==> src/rtl/wb_arbiter_2.sv <==
// ---------------------------------------------------------------------------
// wb_arbiter_2
//
// Shares one downstream Wishbone slave port between two upstream masters.
// A master requests the bus by raising its cyc_i. The grant is registered and
// is held for as long as the owning master keeps cyc_i high, so any number of
// strobed transfers inside one cycle stay with the same owner. Arbitration is
// either fixed priority (selectable winner on ties) or round robin.
//
// Parameters:
//   DATA_WIDTH            data bus width in bits
//   ADDR_WIDTH            address bus width in bits
//   SELECT_WIDTH          byte select width
//   ARB_TYPE_ROUND_ROBIN  0 = fixed priority, 1 = round robin
//   ARB_LSB_HIGH_PRIORITY fixed priority tie winner: 1 = master 0, 0 = master 1
//
// Ports:
//   clk, rst                      clock and synchronous active-high reset
//   wbm0_*, wbm1_*                master-side ports (adr/dat/we/sel/stb/cyc in,
//                                 dat/ack/err/rty out)
//   wbs_*                         slave-side port (adr/dat/we/sel/stb/cyc out,
//                                 dat/ack/err/rty in)
// ---------------------------------------------------------------------------
module wb_arbiter_2 #(
    parameter int DATA_WIDTH            = 32,
    parameter int ADDR_WIDTH            = 32,
    parameter int SELECT_WIDTH          = DATA_WIDTH / 8,
    parameter int ARB_TYPE_ROUND_ROBIN  = 0,
    parameter int ARB_LSB_HIGH_PRIORITY = 1
) (
    input  logic                    clk,
    input  logic                    rst,

    input  logic [ADDR_WIDTH-1:0]   wbm0_adr_i,
    input  logic [DATA_WIDTH-1:0]   wbm0_dat_i,
    output logic [DATA_WIDTH-1:0]   wbm0_dat_o,
    input  logic                    wbm0_we_i,
    input  logic [SELECT_WIDTH-1:0] wbm0_sel_i,
    input  logic                    wbm0_stb_i,
    output logic                    wbm0_ack_o,
    output logic                    wbm0_err_o,
    output logic                    wbm0_rty_o,
    input  logic                    wbm0_cyc_i,

    input  logic [ADDR_WIDTH-1:0]   wbm1_adr_i,
    input  logic [DATA_WIDTH-1:0]   wbm1_dat_i,
    output logic [DATA_WIDTH-1:0]   wbm1_dat_o,
    input  logic                    wbm1_we_i,
    input  logic [SELECT_WIDTH-1:0] wbm1_sel_i,
    input  logic                    wbm1_stb_i,
    output logic                    wbm1_ack_o,
    output logic                    wbm1_err_o,
    output logic                    wbm1_rty_o,
    input  logic                    wbm1_cyc_i,

    output logic [ADDR_WIDTH-1:0]   wbs_adr_o,
    input  logic [DATA_WIDTH-1:0]   wbs_dat_i,
    output logic [DATA_WIDTH-1:0]   wbs_dat_o,
    output logic                    wbs_we_o,
    output logic [SELECT_WIDTH-1:0] wbs_sel_o,
    output logic                    wbs_stb_o,
    input  logic                    wbs_ack_i,
    input  logic                    wbs_err_i,
    input  logic                    wbs_rty_i,
    output logic                    wbs_cyc_o
);

    logic grant_valid_reg, grant_valid_next;
    logic grant_reg, grant_next;
    logic last_grant_reg, last_grant_next;
    logic owner_cyc;
    logic tie_winner;

    // cyc_i of whichever master currently holds (or last held) the grant
    assign owner_cyc = grant_reg ? wbm1_cyc_i : wbm0_cyc_i;

    // On a tie, round robin favours the master that did not win last time
    assign tie_winner = (ARB_TYPE_ROUND_ROBIN != 0) ? ~last_grant_reg
                                                    : (ARB_LSB_HIGH_PRIORITY == 0);

    // Grant decision: keep the current owner while its cycle is open,
    // otherwise re-arbitrate among the masters requesting right now
    always_comb begin
        grant_valid_next = grant_valid_reg;
        grant_next       = grant_reg;
        last_grant_next  = last_grant_reg;
        if (!(grant_valid_reg && owner_cyc)) begin
            if (!wbm0_cyc_i && !wbm1_cyc_i) begin
                grant_valid_next = 1'b0;
            end else begin
                grant_valid_next = 1'b1;
                if (wbm0_cyc_i && wbm1_cyc_i) begin
                    grant_next = tie_winner;
                end else begin
                    grant_next = wbm1_cyc_i;
                end
                last_grant_next = grant_next;
            end
        end
    end

    // Grant state; reset leaves master 1 as "last winner" so master 0 takes
    // the first round-robin tie
    always_ff @(posedge clk) begin
        if (rst) begin
            grant_valid_reg <= 1'b0;
            grant_reg       <= 1'b0;
            last_grant_reg  <= 1'b1;
        end else begin
            grant_valid_reg <= grant_valid_next;
            grant_reg       <= grant_next;
            last_grant_reg  <= last_grant_next;
        end
    end

    // Combinational routing from the registered grant; with no valid grant
    // the slave side is fully quiet and no termination reaches either master
    always_comb begin
        wbs_adr_o  = '0;
        wbs_dat_o  = '0;
        wbs_we_o   = 1'b0;
        wbs_sel_o  = '0;
        wbs_stb_o  = 1'b0;
        wbs_cyc_o  = 1'b0;
        wbm0_ack_o = 1'b0;
        wbm0_err_o = 1'b0;
        wbm0_rty_o = 1'b0;
        wbm1_ack_o = 1'b0;
        wbm1_err_o = 1'b0;
        wbm1_rty_o = 1'b0;
        if (grant_valid_reg) begin
            if (grant_reg) begin
                wbs_adr_o  = wbm1_adr_i;
                wbs_dat_o  = wbm1_dat_i;
                wbs_we_o   = wbm1_we_i;
                wbs_sel_o  = wbm1_sel_i;
                wbs_stb_o  = wbm1_stb_i;
                wbs_cyc_o  = wbm1_cyc_i;
                wbm1_ack_o = wbs_ack_i;
                wbm1_err_o = wbs_err_i;
                wbm1_rty_o = wbs_rty_i;
            end else begin
                wbs_adr_o  = wbm0_adr_i;
                wbs_dat_o  = wbm0_dat_i;
                wbs_we_o   = wbm0_we_i;
                wbs_sel_o  = wbm0_sel_i;
                wbs_stb_o  = wbm0_stb_i;
                wbs_cyc_o  = wbm0_cyc_i;
                wbm0_ack_o = wbs_ack_i;
                wbm0_err_o = wbs_err_i;
                wbm0_rty_o = wbs_rty_i;
            end
        end
    end

    // Read data is broadcast; only the acknowledged master will sample it
    assign wbm0_dat_o = wbs_dat_i;
    assign wbm1_dat_o = wbs_dat_i;

endmodule
==> config.mk <==
export PLATFORM = sky130hd
export DESIGN_NAME = wb_arbiter_2
export DESIGN_NICKNAME = d
export VERILOG_FILES = /design/src/rtl/wb_arbiter_2.sv
export SDC_FILE = /design/constraint.sdc
export NUM_CORES = 1
export LEC_CHECK = 0
export ABC_CLOCK_PERIOD_IN_PS = 2200
export BUFFER_PORTS_ARGS = -buffer_cell sky130_fd_sc_hd__clkbuf_2
export CAP_MARGIN = 30
export CORE_AREA = 2 2 125 127
export DETAILED_ROUTE_END_ITERATION = 6
export DIE_AREA = 0 0 127 129
export PLACE_DENSITY = 0.5
export SLEW_MARGIN = 20
export SYNTH_ARGS = -nofsm -noshare
export SYNTH_HDL_FRONTEND = slang
export SYNTH_SLANG_ARGS = --single-unit
==> constraint.sdc <==
create_clock -name clk -period 2.2 [get_ports clk]
set_input_delay 0.11 -clock clk [delete_from_list [all_inputs] [get_ports clk]]
set_output_delay 0.11 -clock clk [all_outputs]
set_load 0.05 [all_outputs]
# --- Word-level counts from Yosys, hierarchy flattened ---
# Cells that the tools add are included.
op_classes:
  add_sub_neg: 0
  n_mul: 0
  div_mod_pow: 0
  order_cmp: 0
  n_eq_ne: 0
  shifts: 0
  muxes: 26
  n_bitwise: 2
  reduce_logical: 6
ops:
  columns: ["cell", "count"]
  rows:
  - ["32-bit 2-to-1 mux", 4]
  - ["1-bit 2-to-1 mux", 20]
  - ["4-bit 2-to-1 mux", 2]
  - ["1-bit logical AND", 3]
  - ["1-bit zero test", 2]
  - ["1-bit inverter", 2]
  - ["2-bit AND reduction", 1]
totals:
  regBits: 2
  latch_bits: 0
  ram_bits: 0
  rom_bits: 0
  input_bits: 179
  out_inout_bits: 141
  elab_cells: 36
  n_memories: 0

# --- Depth between registers and ports, before layout ---
# Gate-level depths: netlist of run 1.
depth:
  depth_word: 4
  mapped_depth: 5
  mapped_depth_nobuf: 2

# --- Worst setup path after synthesis of run 1 ---
# OpenSTA, ideal clock, no wires.
synth_path:
  path_type: "reg-to-output"
  start: "register grant_reg"
  end: "output port wbs_adr_o[0]"
  t_arrival_ns: 1.513
  t_required_ns: 2.090
  slack_ns: 0.577
  stages_incl_launch_ff: 6
  path_buffers: 3
  path_cell_list: "dfxtp_1 buf_4 buf_8 buf_12 mux2i_1 nor2b_1"
synth_via:
  elab_chain_len: 2
synth_rtl:
  columns: ["element", "line_no", "rtl"]
  rows:
  - ["start, declared", "69", "logic grant_reg, grant_next;"]
  - ["start signal, assigned", "111", "grant_reg <= grant_next;"]
  - ["32-bit 2-to-1 mux", "132", "if (grant_reg) begin"]
  - ["32-bit 2-to-1 mux", "131", "if (grant_valid_reg) begin"]
  - ["end, declared", "56", "output logic [ADDR_WIDTH-1:0] wbs_adr_o,"]
# Every way passes these cells.

# --- Final worst setup path of run 1 ---
layout_path:
  start: "register grant_reg"
  end: "output port wbs_sel_o[1]"
layout_via:
  elab_chain_len: 2
layout_rtl:
  columns: ["element", "line_no", "rtl"]
  rows:
  - ["4-bit 2-to-1 mux", "132", null]
  - ["4-bit 2-to-1 mux", "131", null]
  - ["end, declared", "60", "output logic [SELECT_WIDTH-1:0] wbs_sel_o,"]
# Every way passes these cells.

==> run summary, run 1 <==
Yosys top cell area share -> 37.69%
largest net degree at the start of global routing -> 39
status -> complete, no violations
crit-path cells -> buf_12 > mux2i_1 > nor2b_1 > clkbuf_2
synthesized area per cell -> 7.956 sq um
P&R area growth vs syn -> 46.85%
Post-synth EDFFs -> 0
proportion of layout cells with a drive suffix above 1 -> 60.15%
worst hold endpoint -> grant_reg
syn nets -> 416
period utilization -> 74.27%
worst skew pair latency -> 220 ps
final hold vios -> 0
Leak Pwr -> 1.446 nW
Post-CTS Resized -> 0
Tot GR Track Use -> 6.788%
Worst setup EP type -> primary output
Tightest Pin Transition -> 300.1 ps
Initial DRT Pass Iterations -> 4
HP Start -> rst
Mapped Area -> 0.001886 sq mm
Post-synth top cells -> nor2b_1, mux2i_1, buf_4, clkbuf_1
DRT iter0 DRCs -> 35
P_sw -> 524.5 uW
CTS HTree Levels -> 1
PortBufs -> 223
Distinct cells, synth -> 15
final net count -> 569
DP HPWL -> 5.410 mm
Die Wd -> 127 um
Max Fclk -> 0.6120 GHz
WL/cell -> 11.00 um
fillers -> 1724
Top Ports -> 320
crit path DAT -> 1520 ps
ranking of synthesized cells by area -> mux2i_1, buf_4, nor2b_1
clock buffer depth -> 2
count leader, synth -> nor2b_1
Synth Warn # -> 0
Vias/cell -> 3.478
Final Worst Setup Slack -> 566.1 ps
Slew Viols, Final -> 0
Clock power frac -> 26.5%
DR vias -> 2007
register area share after synthesis -> 2.123%
Reg2Reg Depth -> 3
leading area contributor after synthesis -> mux2i_1
worst hold path type -> input pin to flip-flop
clock sink count -> 2
Reg clk slew, reported paths -> 30 ps
Int Pwr -> 537.7 uW
Comb pwr share -> 69.2%
reg-to-reg critical path startpoint -> grant_valid_reg
CP max stage cell -> dfxtp_4
RSZ-0062 raised after global routing -> false
final setup TNS -> 0 ps
Die ar. -> 0.01638 sq mm
slowest stage delay, CP -> 380 ps
skew final -> 3.633 ps
fin util -> 18.49%
power density over the cells -> 383.6 mW/mm^2
Critical Setup Path Class -> flip-flop to primary output
CTS tree -> done
std cell rows -> 45
FFs w/ async S/R, synth -> 0%
postcts setup bufs -> 0
CTS root buffer -> clkbuf_16
dpl ws -> 754.8 ps
Cells after Synth -> 237
Required @ worst endpoint -> 2090 ps
first-pass GRT wire length -> 8.714 mm
Hold Path Depth -> 2
grt total ovfl -> 0
capture point of the worst reg-to-reg path -> grant_reg
Num CTS Buffers -> 3
max_slew headroom -> 80.08%
Max-cap violations -> 0
GPL Wtd Cong -> 0.7219
antenna violations before repair -> 0
Worst R2R Setup Slack -> 1250 ps
Final Setup Violations -> 0
Die Ht -> 129 um
CP startpoint kind -> flip-flop
VDD IR max -> 348.4 uV
switching fraction of total power -> 49.38%
Diodes inserted -> 0
antenna viol nets, final -> 0
number of global-route vias before repair -> 1801
hold buffer count at CTS -> 0
fin crit period -> 1634 ps
Core Area -> 0.01498 sq mm
Flop pwr share -> 4.3%
routed wire length -> 6.346 mm
Critical Path Fanout Max -> 38
dominant synthesized flop cell -> dfxtp_1
Initial Util -> 12.59%
Post-route DRC -> 0
#FFs+latches synth -> 2
-- placed cells by master (no fill, tap or decap), drive strengths merged --
master  Yosys  layout
and2        3       3
and3        3       3
buf        73       6
nor2        2       2
nand3       1       1
a21oi       1       1
o21bai      1       1
nor2b      72      72
dfxtp       2       2
clkbuf      8     227
mux2i      71      71
-- power groups by stage --
| stage | clock (mW) | sequential (mW) | combinational (mW) |
|---|---|---|---|
| final | 0.282 | 0.0458 | 0.735 |
| after global routing | 0.292 | 0.0471 | 0.782 |
| after CTS | 0.286 | 0.0466 | 0.745 |
| after detailed placement | 0 | 0.0471 | 0.744 |
| after global placement | 0 | 0.0462 | 0.744 |
| after floorplan | 0 | 0.0403 | 0.833 |
-- metal layers --
layer | wire length, um | GRT usage (%) | part of all wire, %
met3 | 646 | 1.331 | 10
met4 | 260 | 4.525 | 4.1
met5 | 0 | 0 | 0
met1 | 2294 | 7.061 | 36
met2 | 3144 | 12.43 | 50
-- per-stage QoR --
stage | cell area, sq um | cells | power [mW] | hold slack (ps)
floorplan | 1886 | 237 | 0.8732 | 179.1
global placement | 2690 | 573 | 0.7899 | 220.5
detailed placement | 2690 | 573 | 0.7906 | 220.5
CTS | 2769 | 577 | 1.077 | 49.89
global route | 2769 | 577 | 1.120 | 61.90
finish | 2769 | 577 | 1.062 | 56.15
-- layout make-up --
| cell class | count | area (sq um) | area share, % |
|---|---|---|---|
| tap | 188 | 235.2 | 8.495 |
| clock buffer | 4 | 78.83 | 2.847 |
| sequential | 2 | 45.04 | 1.627 |
| multi-input combinational | 154 | 1224 | 44.19 |
| timing repair buffer | 229 | 1186 | 42.84 |
-- worst max-delay path by stage --
stage,startpoint,cells after the start,slack [ps],endpoint
floorplan,grant_reg,5,580,wbs_adr_o[0]
global placement,grant_reg,4,750,wbs_sel_o[1]
detailed placement,grant_reg,4,750,wbs_sel_o[1]
CTS,grant_reg,4,520,wbs_sel_o[1]
global route,grant_valid_reg,3,450,wbs_dat_o[13]
finish,grant_reg,4,570,wbs_sel_o[1]
-- cell families (layout without fill, tap and decap cells) --
family | Yosys count | count (layout) | share of synthesized area [%]
compound gates | 2 | 2 | 0.6635
simple gates | 81 | 81 | 26.54
flops | 2 | 2 | 2.124
mux | 71 | 71 | 37.69
buf+inv | 81 | 233 | 32.98
-- worst max-delay path, delay by kind of cell, from the launching register on --
family,cells,cell delay [ps]
and+or+nand+nor,1,80
DFF,1,380
buffers and inverters,2,510
muxes,1,320
Note: power is estimated with default switching activity, not from simulation.
==> run 2, diff against run 1 <==
ABC_CLOCK_PERIOD_IN_PS = 1700   (was 2200)
CORE_AREA = 2 2 124 126   (was 2 2 125 127)
DIE_AREA = 0 0 126 128   (was 0 0 127 129)
PLACE_DENSITY = 0.51   (was 0.5)
clock period = 1.7 ns   (was 2.2 ns; I/O delays follow)
==> run 2 against run 1 <==
  * Worst setup slack got worse by 450 ps
  * Design area increased by 4.0%
  * Critical path depth increased by 1
  * Largest power group unchanged
  * Flip-flop and latch count unchanged
  * Sequential power increased by 26%
  * Hold slack got worse by 24 ps
  * Cell count increased by 0.52%
  * Highest routed layer unchanged
  * Non-clock buffer count increased by 3
  * Critical path type unchanged
  * Die area decreased by 1.6%
  * Routed wire length decreased by 2.3%
  * Clock-buffer cell count unchanged
  * Clock skew increased by 1.4 ps
==> run summary, run 2 (synthesis gave the netlist of run 1 again) <==
Max-cap violations -> 0
Reg area -> 45.04 sq um
status -> complete, no violations
GRT busiest layer -> met2
antenna violations before repair -> 0
Hold Path Depth -> 2
routed wire length -> 6.201 mm
fin crit period -> 1579 ps
final setup TNS -> 0 ps
final net count -> 572
clock buffer depth -> 2
Post-route DRC -> 0
Critical Path Fanout Max -> 28
Die Wd -> 126 um
max_slew headroom -> 80.79%
crit-path cells -> buf_12 > buf_4 > mux2i_1 > nor2b_1 > clkbuf_2
skew final -> 5.064 ps
DRT iter0 DRCs -> 34
Post-CTS Resized -> 0
Initial Util -> 12.69%
Reg2Reg Depth -> 3
final hold vios -> 0
CP startpoint kind -> flip-flop
Critical Setup Path Class -> flip-flop to primary output
GR Util met2 -> 12.97%
clock sink count -> 2
Die ar. -> 0.01613 sq mm
Max Fclk -> 0.6333 GHz
Slew Viols, Final -> 0
Worst setup EP type -> primary output
crit path DAT -> 1490 ps
grt total ovfl -> 0
period utilization -> 92.89%
Diodes inserted -> 0
fillers -> 1702
Required @ worst endpoint -> 1620 ps
Core Area -> 0.01486 sq mm
Leak Pwr -> 1.487 nW
number of global-route vias before repair -> 1888
multi-input logic area -> 0.001224 sq mm
worst skew pair latency -> 220 ps
Die Ht -> 128 um
RSZ-0062 raised after global routing -> false
Num CTS Buffers -> 3
Reg clk slew, reported paths -> 30 ps
antenna viol nets, final -> 0
commonest non-fill, non-tap cell in the layout -> clkbuf_2
Top Ports -> 320
slowest stage delay, CP -> 360 ps
Tightest Pin Transition -> 289.3 ps
worst hold path type -> input pin to flip-flop
Tot GR Track Use -> 6.964%
commonest non-fill, non-tap cells in the layout -> clkbuf_2, nor2b_1, mux2i_1
CTS root buffer -> clkbuf_16
power density over the cells -> 488.2 mW/mm^2
CP max stage cell -> dfxtp_4
CTS HTree Levels -> 1
DR vias -> 2003
std cell rows -> 45
first-pass GRT wire length -> 9.094 mm
family with the most delay on the worst path -> buffers and inverters
PortBufs -> 223
Vias/cell -> 3.453
largest net degree at the start of global routing -> 38
hold buffer count at CTS -> 0
CTS tree -> done
M3 GR Usage -> 1.336%
Final Setup Violations -> 0
Power Total -> 1.405 mW
P&R area growth vs syn -> 52.69%
WP buf/inv -> 3
WL/cell -> 10.69 um
VDD IR max -> 394.6 uV
postcts setup bufs -> 0
proportion of layout cells with a drive suffix above 1 -> 60.46%
Initial DRT Pass Iterations -> 4
DP HPWL -> 5.339 mm
GPL Wtd Cong -> 0.7114
cell depth of the worst setup path -> 5
grt met1 use -> 7.650%
-- run 2: cell count changes in the layout (fill, tap and decap cells not counted) --
cell,previous run,this run
buf_12,2,8
buf_4,4,6
clkbuf_2,223,218
-- run 2: area by class of cell --
cell class	instances	share of cell area, %
multi-input combinational	154	42.50
tap	188	8.170
sequential	2	1.565
timing repair buffer	232	45.02
clock buffer	4	2.738
-- run 2: worst paths after layout --
check / slack (ps) / end / start
setup / recovery: 120 / wbs_adr_o[17] / grant_reg
setup reg to reg: 730 / grant_reg / grant_valid_reg
hold reg to reg: 740 / grant_reg / grant_valid_reg
hold / removal: 30 / grant_reg / rst
-- run 2: routing by layer --
layer	up-vias	part of all wire (%)
met3	21	9.9
met1	831	38
li1	1018	-
met5	-	0
met2	133	50
met4	0	2.8
-- run 2: per-stage QoR --
stage | util, % | std cells | hold slack (ps) | instance area, sq um | setup WS [ps]
after floorplan | - | 237 | 154.1 | 1886 | 101.9
after CTS | 19.37 | 580 | 31.39 | 2879 | 103.6
final | 19.37 | 580 | 32.57 | 2879 | 120.9
after detailed placement | 18.84 | 576 | 170.5 | 2800 | 338.8
after global placement | 18.84 | 576 | 170.5 | 2800 | 348.4
after global routing | 19.37 | 580 | 40.32 | 2879 | 10.16
-- run 2: where the power goes --
| part | internal, mW | switching (mW) |
|---|---|---|
| Clock | 0.308 | 0.0540 |
| Combinational | 0.367 | 0.618 |
| Sequential | 0.0501 | 0.00766 |
-- run 2: worst reg2reg max path, cell delays in order, from the launching register on --
cell,delay (ps)
dfxtp_2,460
buf_12,210
nand3_1,90
a21oi_1,150
